**src/rtl/alu_issue_if.sv**
```systemverilog
// -----------------------------------------------------------------------------
// alu_issue_if
// Bundles the decode-side inputs, the execute-stage forwarding inputs and the
// registered issue outputs of alu_issue.
//
// Handshake: valid_in qualifies the decode fields in the cycle they are
// presented. stall holds every output register unchanged. flush replaces both
// the held and the incoming instruction with a bubble. valid_out marks the
// output registers as holding a live instruction.
//
// Modports
//   master : decode stage / testbench side (drives inputs, observes outputs)
//   slave  : alu_issue side (observes inputs, drives outputs)
//
// Signals
//   valid_in, opcode[6:0], funct3[2:0], funct7_b5       decode fields
//   rs1_addr, rs2_addr, rd_addr [4:0]                   register indices
//   rs1_data, rs2_data, imm [XLEN-1:0]                  operand sources
//   stall, flush                                        pipeline control
//   ex_result[XLEN-1:0], ex_rd[4:0], ex_reg_write       forwarding source
//   alu_op[3:0], in_a, in_b, rd_out, valid_out, illegal registered outputs
// -----------------------------------------------------------------------------
interface alu_issue_if #(
   parameter int XLEN = 32
);
   logic            valid_in;
   logic [6:0]      opcode;
   logic [2:0]      funct3;
   logic            funct7_b5;
   logic [4:0]      rs1_addr;
   logic [4:0]      rs2_addr;
   logic [4:0]      rd_addr;
   logic [XLEN-1:0] rs1_data;
   logic [XLEN-1:0] rs2_data;
   logic [XLEN-1:0] imm;
   logic            stall;
   logic            flush;
   logic [XLEN-1:0] ex_result;
   logic [4:0]      ex_rd;
   logic            ex_reg_write;
   logic [3:0]      alu_op;
   logic [XLEN-1:0] in_a;
   logic [XLEN-1:0] in_b;
   logic [4:0]      rd_out;
   logic            valid_out;
   logic            illegal;

   modport master (
      output valid_in, opcode, funct3, funct7_b5,
      output rs1_addr, rs2_addr, rd_addr,
      output rs1_data, rs2_data, imm,
      output stall, flush,
      output ex_result, ex_rd, ex_reg_write,
      input  alu_op, in_a, in_b, rd_out, valid_out, illegal
   );

   modport slave (
      input  valid_in, opcode, funct3, funct7_b5,
      input  rs1_addr, rs2_addr, rd_addr,
      input  rs1_data, rs2_data, imm,
      input  stall, flush,
      input  ex_result, ex_rd, ex_reg_write,
      output alu_op, in_a, in_b, rd_out, valid_out, illegal
   );
endinterface

```
**src/rtl/alu_issue.sv**
```systemverilog
// -----------------------------------------------------------------------------
// alu_issue
// Decode-to-execute issue register for a small RV32I ALU subset
// (ADD/SUB/AND/OR, ADDI/ANDI/ORI, load/store address add, branch compare SUB).
// All outputs are registered: one cycle latency, no combinational path from
// inputs to outputs.
//
// Ports
//   clk  : rising-edge clock
//   rst  : synchronous, active-high reset (loads a bubble)
//   bus  : alu_issue_if.slave, see the interface header for the signal list
//
// Configuration macro
//   ALU_ISSUE_FWD_EN : when defined, rs1 and (when selected) rs2 are replaced
//                      by ex_result if the execute stage writes that register
//                      (ex_reg_write=1, ex_rd!=0, ex_rd==address). Forwarding
//                      is evaluated only when the register loads, never while
//                      a stall holds the outputs.
//
// No FSM: the block is a single pipeline register with a priority update
// (rst/flush > stall > load).
// -----------------------------------------------------------------------------
module alu_issue #(
   parameter int XLEN = 32
) (
   input  logic        clk,
   input  logic        rst,
   alu_issue_if.slave  bus
);

   localparam logic [6:0] OPC_R      = 7'b0110011;
   localparam logic [6:0] OPC_I      = 7'b0010011;
   localparam logic [6:0] OPC_LOAD   = 7'b0000011;
   localparam logic [6:0] OPC_STORE  = 7'b0100011;
   localparam logic [6:0] OPC_BRANCH = 7'b1100011;

   localparam logic [3:0] OP_AND = 4'b0000;
   localparam logic [3:0] OP_OR  = 4'b0001;
   localparam logic [3:0] OP_ADD = 4'b0010;
   localparam logic [3:0] OP_SUB = 4'b0110;
   localparam logic [3:0] OP_ILL = 4'b1110;

   // Decode results
   logic [3:0]      w_alu_op;
   logic            w_legal;
   logic            w_use_imm;
   logic            w_no_rd;
   logic [XLEN-1:0] w_rs1_val;
   logic [XLEN-1:0] w_rs2_val;
   logic [XLEN-1:0] w_in_b;

   // Output registers
   logic [3:0]      r_alu_op;
   logic [XLEN-1:0] r_in_a;
   logic [XLEN-1:0] r_in_b;
   logic [4:0]      r_rd_out;
   logic            r_valid_out;
   logic            r_illegal;

   always_comb begin
      w_alu_op  = OP_ILL;
      w_legal   = 1'b0;
      w_use_imm = 1'b0;
      w_no_rd   = 1'b0;
      case (bus.opcode)
         OPC_R: begin
            case (bus.funct3)
               3'b000: begin
                  w_legal  = 1'b1;
                  w_alu_op = bus.funct7_b5 ? OP_SUB : OP_ADD;
               end
               3'b111: begin
                  w_legal  = 1'b1;
                  w_alu_op = OP_AND;
               end
               3'b110: begin
                  w_legal  = 1'b1;
                  w_alu_op = OP_OR;
               end
               default: ;
            endcase
         end
         OPC_I: begin
            w_use_imm = 1'b1;
            case (bus.funct3)
               3'b000: begin
                  w_legal  = 1'b1;
                  w_alu_op = OP_ADD;
               end
               3'b111: begin
                  w_legal  = 1'b1;
                  w_alu_op = OP_AND;
               end
               3'b110: begin
                  w_legal  = 1'b1;
                  w_alu_op = OP_OR;
               end
               default: ;
            endcase
         end
         OPC_LOAD: begin
            // address generation: base + offset
            w_legal   = 1'b1;
            w_use_imm = 1'b1;
            w_alu_op  = OP_ADD;
         end
         OPC_STORE: begin
            // store writes no register, so the destination field is dropped
            w_legal   = 1'b1;
            w_use_imm = 1'b1;
            w_no_rd   = 1'b1;
            w_alu_op  = OP_ADD;
         end
         OPC_BRANCH: begin
            // branch compares rs1 - rs2 and writes no register
            w_legal   = 1'b1;
            w_no_rd   = 1'b1;
            w_alu_op  = OP_SUB;
         end
         default: ;
      endcase
   end

`ifdef ALU_ISSUE_FWD_EN
   logic w_fwd_ok;
   assign w_fwd_ok  = bus.ex_reg_write && (bus.ex_rd != 5'd0);
   assign w_rs1_val = (w_fwd_ok && (bus.ex_rd == bus.rs1_addr)) ? bus.ex_result : bus.rs1_data;
   assign w_rs2_val = (w_fwd_ok && (bus.ex_rd == bus.rs2_addr)) ? bus.ex_result : bus.rs2_data;
`else
   assign w_rs1_val = bus.rs1_data;
   assign w_rs2_val = bus.rs2_data;
   // Forwarding inputs are deliberately ignored in this build.
   logic w_unused_fwd;
   assign w_unused_fwd = ^{bus.ex_result, bus.ex_rd, bus.ex_reg_write,
                           bus.rs1_addr, bus.rs2_addr};
`endif

   assign w_in_b = w_use_imm ? bus.imm : w_rs2_val;

   // Priority: rst/flush bubble > stall hold > load (bubble when !valid_in).
   always_ff @(posedge clk) begin
      if (rst || bus.flush) begin
         r_alu_op    <= OP_AND;
         r_in_a      <= '0;
         r_in_b      <= '0;
         r_rd_out    <= 5'd0;
         r_valid_out <= 1'b0;
         r_illegal   <= 1'b0;
      end else if (bus.stall) begin
         r_alu_op    <= r_alu_op;
         r_in_a      <= r_in_a;
         r_in_b      <= r_in_b;
         r_rd_out    <= r_rd_out;
         r_valid_out <= r_valid_out;
         r_illegal   <= r_illegal;
      end else if (!bus.valid_in) begin
         r_alu_op    <= OP_AND;
         r_in_a      <= '0;
         r_in_b      <= '0;
         r_rd_out    <= 5'd0;
         r_valid_out <= 1'b0;
         r_illegal   <= 1'b0;
      end else if (!w_legal) begin
         // Unsupported encoding still occupies the slot so execute can trap.
         r_alu_op    <= OP_ILL;
         r_in_a      <= '0;
         r_in_b      <= '0;
         r_rd_out    <= 5'd0;
         r_valid_out <= 1'b1;
         r_illegal   <= 1'b1;
      end else begin
         r_alu_op    <= w_alu_op;
         r_in_a      <= w_rs1_val;
         r_in_b      <= w_in_b;
         r_rd_out    <= w_no_rd ? 5'd0 : bus.rd_addr;
         r_valid_out <= 1'b1;
         r_illegal   <= 1'b0;
      end
   end

   assign bus.alu_op    = r_alu_op;
   assign bus.in_a      = r_in_a;
   assign bus.in_b      = r_in_b;
   assign bus.rd_out    = r_rd_out;
   assign bus.valid_out = r_valid_out;
   assign bus.illegal   = r_illegal;

endmodule

```
**src/flat_wrapper.sv**
```systemverilog
// flat-port wrapper written by rule: the top's interface ports become plain ports
module alu_issue_flat 
#(
   parameter int XLEN = 32
)
  (clk, rst, bus_valid_in, bus_opcode, bus_funct3, bus_funct7_b5, bus_rs1_addr, bus_rs2_addr, bus_rd_addr, bus_rs1_data, bus_rs2_data, bus_imm, bus_stall, bus_flush, bus_ex_result, bus_ex_rd, bus_ex_reg_write, bus_alu_op, bus_in_a, bus_in_b, bus_rd_out, bus_valid_out, bus_illegal);
  alu_issue_if #(.XLEN(XLEN)) bus_i ();
  input  logic clk;
  input  logic rst;
  input wire logic [$bits(bus_i.valid_in)-1:0] bus_valid_in;
  input wire logic [$bits(bus_i.opcode)-1:0] bus_opcode;
  input wire logic [$bits(bus_i.funct3)-1:0] bus_funct3;
  input wire logic [$bits(bus_i.funct7_b5)-1:0] bus_funct7_b5;
  input wire logic [$bits(bus_i.rs1_addr)-1:0] bus_rs1_addr;
  input wire logic [$bits(bus_i.rs2_addr)-1:0] bus_rs2_addr;
  input wire logic [$bits(bus_i.rd_addr)-1:0] bus_rd_addr;
  input wire logic [$bits(bus_i.rs1_data)-1:0] bus_rs1_data;
  input wire logic [$bits(bus_i.rs2_data)-1:0] bus_rs2_data;
  input wire logic [$bits(bus_i.imm)-1:0] bus_imm;
  input wire logic [$bits(bus_i.stall)-1:0] bus_stall;
  input wire logic [$bits(bus_i.flush)-1:0] bus_flush;
  input wire logic [$bits(bus_i.ex_result)-1:0] bus_ex_result;
  input wire logic [$bits(bus_i.ex_rd)-1:0] bus_ex_rd;
  input wire logic [$bits(bus_i.ex_reg_write)-1:0] bus_ex_reg_write;
  output wire logic [$bits(bus_i.alu_op)-1:0] bus_alu_op;
  output wire logic [$bits(bus_i.in_a)-1:0] bus_in_a;
  output wire logic [$bits(bus_i.in_b)-1:0] bus_in_b;
  output wire logic [$bits(bus_i.rd_out)-1:0] bus_rd_out;
  output wire logic [$bits(bus_i.valid_out)-1:0] bus_valid_out;
  output wire logic [$bits(bus_i.illegal)-1:0] bus_illegal;
  assign bus_i.valid_in = bus_valid_in;
  assign bus_i.opcode = bus_opcode;
  assign bus_i.funct3 = bus_funct3;
  assign bus_i.funct7_b5 = bus_funct7_b5;
  assign bus_i.rs1_addr = bus_rs1_addr;
  assign bus_i.rs2_addr = bus_rs2_addr;
  assign bus_i.rd_addr = bus_rd_addr;
  assign bus_i.rs1_data = bus_rs1_data;
  assign bus_i.rs2_data = bus_rs2_data;
  assign bus_i.imm = bus_imm;
  assign bus_i.stall = bus_stall;
  assign bus_i.flush = bus_flush;
  assign bus_i.ex_result = bus_ex_result;
  assign bus_i.ex_rd = bus_ex_rd;
  assign bus_i.ex_reg_write = bus_ex_reg_write;
  assign bus_alu_op = bus_i.alu_op;
  assign bus_in_a = bus_i.in_a;
  assign bus_in_b = bus_i.in_b;
  assign bus_rd_out = bus_i.rd_out;
  assign bus_valid_out = bus_i.valid_out;
  assign bus_illegal = bus_i.illegal;
  alu_issue #(.XLEN(XLEN)) u_core (.clk(clk), .rst(rst), .bus(bus_i));
endmodule
```
**config.mk**
```make
export PLATFORM = sky130hd
export DESIGN_NAME = alu_issue_flat
export DESIGN_NICKNAME = d
export VERILOG_FILES = /design/src/rtl/alu_issue_if.sv /design/src/rtl/alu_issue.sv /design/src/flat_wrapper.sv
export SDC_FILE = /design/constraint.sdc
export NUM_CORES = 1
export LEC_CHECK = 0
export CORE_MARGIN = 3
export CORE_UTILIZATION = 34
export DETAILED_ROUTE_END_ITERATION = 16
export PLACE_DENSITY = 0.86
export SLEW_MARGIN = 20
export SYNTH_ARGS = -nofsm -noshare
export SYNTH_HDL_FRONTEND = slang
export SYNTH_SLANG_ARGS = --single-unit
```
**constraint.sdc**
```tcl
create_clock -name clk -period 5.12 [get_ports clk]
set_input_delay 1.536 -clock clk [delete_from_list [all_inputs] [get_ports clk]]
set_output_delay 1.536 -clock clk [all_outputs]
set_load 0.02 [all_outputs]
```
# ---- Word-level counts from Yosys, hierarchy flattened
# Cells that the tools add are included.
dict set report word_totals {
  register_bits 75
  latch_bits 0
  ram_bits 0
  romBits 0
  input_bits 165
  output_inout_bits 75
  wordCells 42
  memories 0
}
dict set report op_classes {
  add_sub_neg 0
  n_mul 0
  n_div 0
  magnitude_cmp 0
  eq_ne 7
  n_shift 0
  n_mux 21
  n_bitwise 0
  n_reduce_logical 8
}
# op count
set ops {}
lappend ops {{2-to-1 mux 32 bit} 5}
lappend ops {{case mux 4 bit (3 select lines)} 2}
lappend ops {{case mux 4 bit (4 select lines)} 1}
lappend ops {{2-to-1 mux 5 bit} 3}
lappend ops {{== test 7 x 6 -> 1 bit, second input constant} 2}
lappend ops {{OR reduction 3 bit} 3}
lappend ops {{2-to-1 mux 4 bit} 2}
lappend ops {{== test 7 x 2 -> 1 bit, second input constant} 1}
lappend ops {{== test 7 x 5 -> 1 bit, second input constant} 1}
lappend ops {{== test 7 bit, second input constant} 1}
lappend ops {{== test 3 bit, second input constant} 2}
lappend ops {{2-to-1 mux 1 bit} 6}
lappend ops {{OR reduction 2 bit} 3}
lappend ops {{logical NOT 3 bit} 1}
lappend ops {{2-to-1 mux 3 bit} 1}
lappend ops {{case mux 1 bit (2 select lines)} 1}
lappend ops {{logical OR 1 bit} 1}

# ---- Logic depth before layout (Yosys ltp)
dict set report depth {
  word_depth 6
  depth_mapped 6
  depth_no_buf 4
}

# ---- Worst setup path after synthesis
# Ideal clock, no wire load.
dict set report synth_timing {
  path_kind {input -> register}
  startpoint {input bus_opcode[2]}
  endpoint {register u_core.r_in_b[0], in the netlist u_core.bus.in_b[0]}
  setup_ps 69
  t_arrival_ps 2723
  t_required_ps 5051
  setup_slack_ps 2329
  stages 5
  path_buffers 1
  cell_sequence {and4bb_2 a21bo_1 or3_4 buf_6 o21ai_1}
}
dict set report synth_via {
  elab_chain_cells 6
  elab_cells_between_ends 13
  classes_between {5 x eq/ne; 5 x mux; 3 x reduce/logical}
}
# element line_no
set synth_rtl {}
lappend synth_rtl {{start: declaration} flat_wrapper.sv:11} ;# input wire logic [$bits(bus_i.opcode)-1:0] bus_opcode;
lappend synth_rtl {{== test 7 x 2 -> 1 bit, or another cell as far along} alu_issue.sv:65} ;# case (bus.opcode)
lappend synth_rtl {{OR reduction 3 bit (no line)} n/a}
lappend synth_rtl {{2-to-1 mux 1 bit} alu_issue.sv:65}
lappend synth_rtl {{2-to-1 mux 32 bit} alu_issue.sv:138} ;# assign w_in_b = w_use_imm ? bus.imm : w_rs2_val;
lappend synth_rtl {{2-to-1 mux 32 bit (*)} alu_issue.sv:163} ;# end else if (!w_legal) begin
lappend synth_rtl {{2-to-1 mux 32 bit (*)} alu_issue.sv:156} ;# end else if (!bus.valid_in) begin
lappend synth_rtl {{end signal: assignment} alu_issue.sv:152} ;# r_in_b <= r_in_b;
lappend synth_rtl {{end signal: assignment} alu_issue.sv:174} ;# r_in_b <= w_in_b;
lappend synth_rtl {{end: declaration} alu_issue.sv:55} ;# logic [XLEN-1:0] r_in_b;
# Every way passes the cells marked *; elsewhere a longest branch is shown, timed or not.
# A chain may end at the register's enable or synchronous reset.

==> impl_metrics.prom <==
# TYPE chip_impl_metric gauge
chip_impl_info{name="outcome",value="finished, final reports clean"} 1
chip_impl_metric{name="netlist-cell-type-count",unit=""} 29
chip_impl_metric{name="syn2layout_area_growth",unit="%"} 78.6
chip_impl_metric{name="grt_first_pass_wirelength",unit="mm"} 13.5
chip_impl_metric{name="drt_pre_antenna_iters",unit=""} 4
chip_impl_metric{name="antennaDiodeCount",unit=""} 0
chip_impl_metric{name="design.portCount",unit=""} 240
chip_impl_metric{name="cp_data_required_time",unit="ns"} 5.37
chip_impl_metric{name="power_per_cell_area",unit="mW/mm²"} 246
chip_impl_metric{name="number_of_drc_violations_after_detailed_routing_iteration_0",unit=""} 66
chip_impl_metric{name="routed_wl",unit="mm"} 8.77
chip_impl_metric{name="gr-usage-all-layers",unit="%"} 18.8
chip_impl_metric{name="maxSlewViolCount",unit=""} 0
chip_impl_metric{name="initial_core_util",unit="%"} 35.4
chip_impl_metric{name="ys_seq_area_share",unit="%"} 54.0
chip_impl_metric{name="core_area",unit="mm²"} 0.00785
chip_impl_metric{name="cts_max_path_buffers",unit=""} 2
chip_impl_metric{name="grt_max_degree",unit=""} 66
chip_impl_metric{name="clkPwrFrac",unit="%"} 41.4
chip_impl_info{name="rsz0062_at_grt",value="false"} 1
chip_impl_info{name="cp_class",value="input port to register"} 1
chip_impl_metric{name="wl_per_cell",unit="µm"} 15.6
chip_impl_info{name="worstSetupEndpointType",value="register"} 1
chip_impl_info{name="most_area_hungry_cell_type_in_the_yosys_netlist",value="dfxtp_1"} 1
chip_impl_metric{name="die_width",unit="µm"} 96.4
chip_impl_info{name="post-synth-top-count-cell",value="dfxtp_1"} 1
chip_impl_metric{name="dieArea",unit="mm²"} 0.00930
chip_impl_metric{name="synth_edf_count",unit=""} 0
chip_impl_info{name="critPathLaunchType",value="input port"} 1
chip_impl_metric{name="max-vdd-ir-drop",unit="mV"} 0.178
chip_impl_metric{name="total_setup_violations_reported_at_the_end_of_the_flow",unit=""} 0
chip_impl_metric{name="synth.yosys.warnings",unit=""} 0
chip_impl_metric{name="design.final.nets",unit=""} 620
chip_impl_metric{name="cts_setup_buffers",unit=""} 0
chip_impl_metric{name="timing.critical_path.slowest_cell_delay",unit="ns"} 0.59
chip_impl_metric{name="synth_async_sr_flop_share",unit="%"} 0
chip_impl_metric{name="cts.htree.levels",unit=""} 3
chip_impl_metric{name="post_cts.resized_instances",unit=""} 0
chip_impl_metric{name="power",unit="mW"} 1.22
chip_impl_metric{name="clk_transition_reported_paths",unit="ns"} 0.07
chip_impl_metric{name="drv.max_cap_violation_count",unit=""} 0
chip_impl_info{name="hp-class",value="register to register"} 1
chip_impl_metric{name="grt_overflow",unit=""} 0
chip_impl_info{name="critPathTopFamily",value="simple AND/OR/NAND/NOR gates"} 1
chip_impl_metric{name="drive_above_1_share",unit="%"} 5.00
chip_impl_metric{name="hold_buffers",unit=""} 0
chip_impl_metric{name="clock_sinks",unit=""} 75
chip_impl_metric{name="timing.final.crit_period",unit="ns"} 3.51
chip_impl_metric{name="syn-cell-area",unit="mm²"} 0.00278
chip_impl_metric{name="yosys.area.top_type_share",unit="%"} 54.0
chip_impl_metric{name="post_synth_inst_count",unit=""} 271
chip_impl_metric{name="placed_wire_length_estimate",unit="mm"} 6.81
chip_impl_info{name="cts_tree",value="yes"} 1
chip_impl_metric{name="numPortBuffers",unit=""} 191
chip_impl_metric{name="max-slew-margin-rel",unit="%"} 34.2
chip_impl_metric{name="cp.buffers_inverters",unit=""} 1
chip_impl_info{name="synth_common_cells",value="dfxtp_1 (75), nand2_1 (38), a22o_1 (32), mux2i_1 (32), o21ai_1 (32)"} 1
chip_impl_metric{name="total_switching_power",unit="mW"} 0.243
chip_impl_metric{name="p_int",unit="mW"} 0.977
chip_impl_metric{name="die_height",unit="µm"} 96.4
chip_impl_metric{name="worst_ep_arrival_time",unit="ns"} 3.76
chip_impl_metric{name="worstSkewPairLatency",unit="ns"} 0.33
chip_impl_metric{name="ys_seq_elements",unit=""} 75
chip_impl_metric{name="fmax",unit="GHz"} 0.285
chip_impl_metric{name="weighted_congestion_reported_at_the_end_of_routability_driven_placement",unit=""} 0.739
chip_impl_metric{name="clock_buffers_created_by_tritoncts",unit=""} 9
chip_impl_metric{name="first_global_vias",unit=""} 2780
chip_impl_metric{name="area_taken_by_multi_input_logic_gates",unit="mm²"} 0.00118
chip_impl_info{name="cts.root.buffer_cell",value="clkbuf_8"} 1
chip_impl_metric{name="power.static_leakage",unit="nW"} 2.00
chip_impl_metric{name="routed-via-count",unit=""} 2703
chip_impl_info{name="synth-main-ff-cell",value="dfxtp_1"} 1
chip_impl_metric{name="final_antenna_net_count",unit=""} 0
chip_impl_metric{name="worst-path-max-fanout",unit=""} 33
chip_impl_metric{name="post_drt_via_cell_ratio",unit=""} 4.81
chip_impl_metric{name="timing_hold_violations_final",unit=""} 0
chip_impl_metric{name="ff_latch_area",unit="mm²"} 0.00150
chip_impl_metric{name="tns",unit="ns"} 0
chip_impl_metric{name="drc",unit=""} 0
chip_impl_metric{name="synth_nets",unit=""} 436
chip_impl_info{name="crit_chain",value="clkdlybuf4s50_1 -> nor2b_1 -> nand2_1 -> or3_4 -> o31ai_1"} 1
chip_impl_metric{name="final_min_period_over_clock_period",unit="%"} 68.6
chip_impl_metric{name="skew",unit="ns"} 0
chip_impl_metric{name="sequentialPowerShare",unit="%"} 48.0
chip_impl_metric{name="combinationalPowerShare",unit="%"} 10.6
chip_impl_info{name="cp_slowest_cell",value="clkdlybuf4s50_1"} 1
chip_impl_metric{name="worst-slew-pin-transition",unit="ns"} 0.984
chip_impl_metric{name="antenna_found_initial",unit=""} 0
chip_impl_metric{name="synthesized_area_divided_by_synthesized_cell_count",unit="µm²"} 10.3
chip_impl_metric{name="power.share.switching",unit="%"} 19.9
chip_impl_metric{name="reg2reg_slack",unit="ns"} 4.41
chip_impl_metric{name="fillerInstances",unit=""} 653
chip_impl_info{name="largest_cells_by_area_after_synthesis",value="dfxtp_1 (54%), mux2i_1 (12%), a22o_1 (10%), o21ai_1 (5.8%), nand2_1 (5.1%)"} 1
chip_impl_metric{name="core.rowCount",unit=""} 32
cells by family (layout without fill, tap and decap cells):
| logic type | after synthesis | count (layout) | synth area share [%] |
|---|---|---|---|
| compound gates | 81 | 81 | 20.6 |
| simple gates | 63 | 63 | 10.1 |
| flops | 75 | 75 | 54.0 |
| mux | 32 | 32 | 11.5 |
| buf+inv | 20 | 209 | 3.78 |
cell usage in the layout, fill, tap and decap left out, drive strengths merged:
master / instances
clkdlybuf4s50: 191
dfxtp: 75
nand2: 38
o21ai: 34
mux2i: 32
a22o: 32
clkbuf: 12
nor2: 9
nand3: 7
o2bb2a: 5
a21oi: 4
bufinv: 2
nor3: 2
a21bo: 2
nand2b: 1
and4bb: 1
nor2b: 1
or3: 1
and2: 1
inv: 1
o211ai: 1
a41oi: 1
or2: 1
and3: 1
a22oi: 1
o31ai: 1
clkinvlp: 1
clkinv: 1
buf: 1
state kept, by name (all words and copies together), names as in the netlist:
name / flops
u_core.bus.rd_out: 5
u_core.bus.valid_out: 1
u_core.bus.alu_op: 4
u_core.bus.in_a: 32
u_core.bus.illegal: 1
u_core.bus.in_b: 32
routing by layer:
metal	routed length [µm]	track usage, %	vias to the layer above
li1	-	-	1339
met2	4660	33.9	92
met1	3270	20.7	1259
met5	0	0	-
met3	669	5.50	13
met4	174	7.24	0
worst paths after layout:
check                                           from                    to  cells past startpoint
worst max register to register  u_core.bus.rd_out[0]  u_core.bus.rd_out[0]                      2
worst min register to register   u_core.bus.in_b[17]   u_core.bus.in_b[17]                      2
worst min-delay path             u_core.bus.in_b[17]   u_core.bus.in_b[17]                      2
worst max-delay path                       bus_stall  u_core.bus.alu_op[0]                      5
power groups by stage:
stage	clock network, mW	logic [mW]	registers (mW)
detailed placement	0	0.130	0.599
finish	0.505	0.129	0.586
global route	0.539	0.139	0.586
floorplan	0	0.0272	0.601
global placement	0	0.127	0.599
CTS	0.519	0.131	0.586
stage by stage:
step	hold WS (ns)	instances	instance area [µm²]	util, %	worst slack [ns]
3_3_place_gp	0.435	546	4740	60.3	1.33
4_1_cts	0.451	562	4960	63.3	1.61
3_5_place_dp	0.441	546	4740	60.4	1.27
6_report	0.447	562	4960	63.3	1.61
2_1_floorplan	0.526	271	2780	-	2.33
5_1_grt	0.470	562	4960	63.3	1.42
area by class of cell:
cell class / count / share of cell area [%]
Timing Repair Buffer: 192 / 38.7
Sequential cell: 75 / 30.2
Multi-Input combinational cell: 176 / 23.9
Clock buffer: 12 / 3.13
Tap cell: 102 / 2.57
Clock inverter: 4 / 1.46
Inverter: 1 / 0.0756
tightest hold or removal path: cells and delay by family, from the launching register on:
family | cells | cell delay (ns)
flip-flops | 1 | 0.31
AO/OA/AOI/OAI | 1 | 0.05
AND/OR/NAND/NOR | 1 | 0.05
Power figures use the tool's default switching activity.
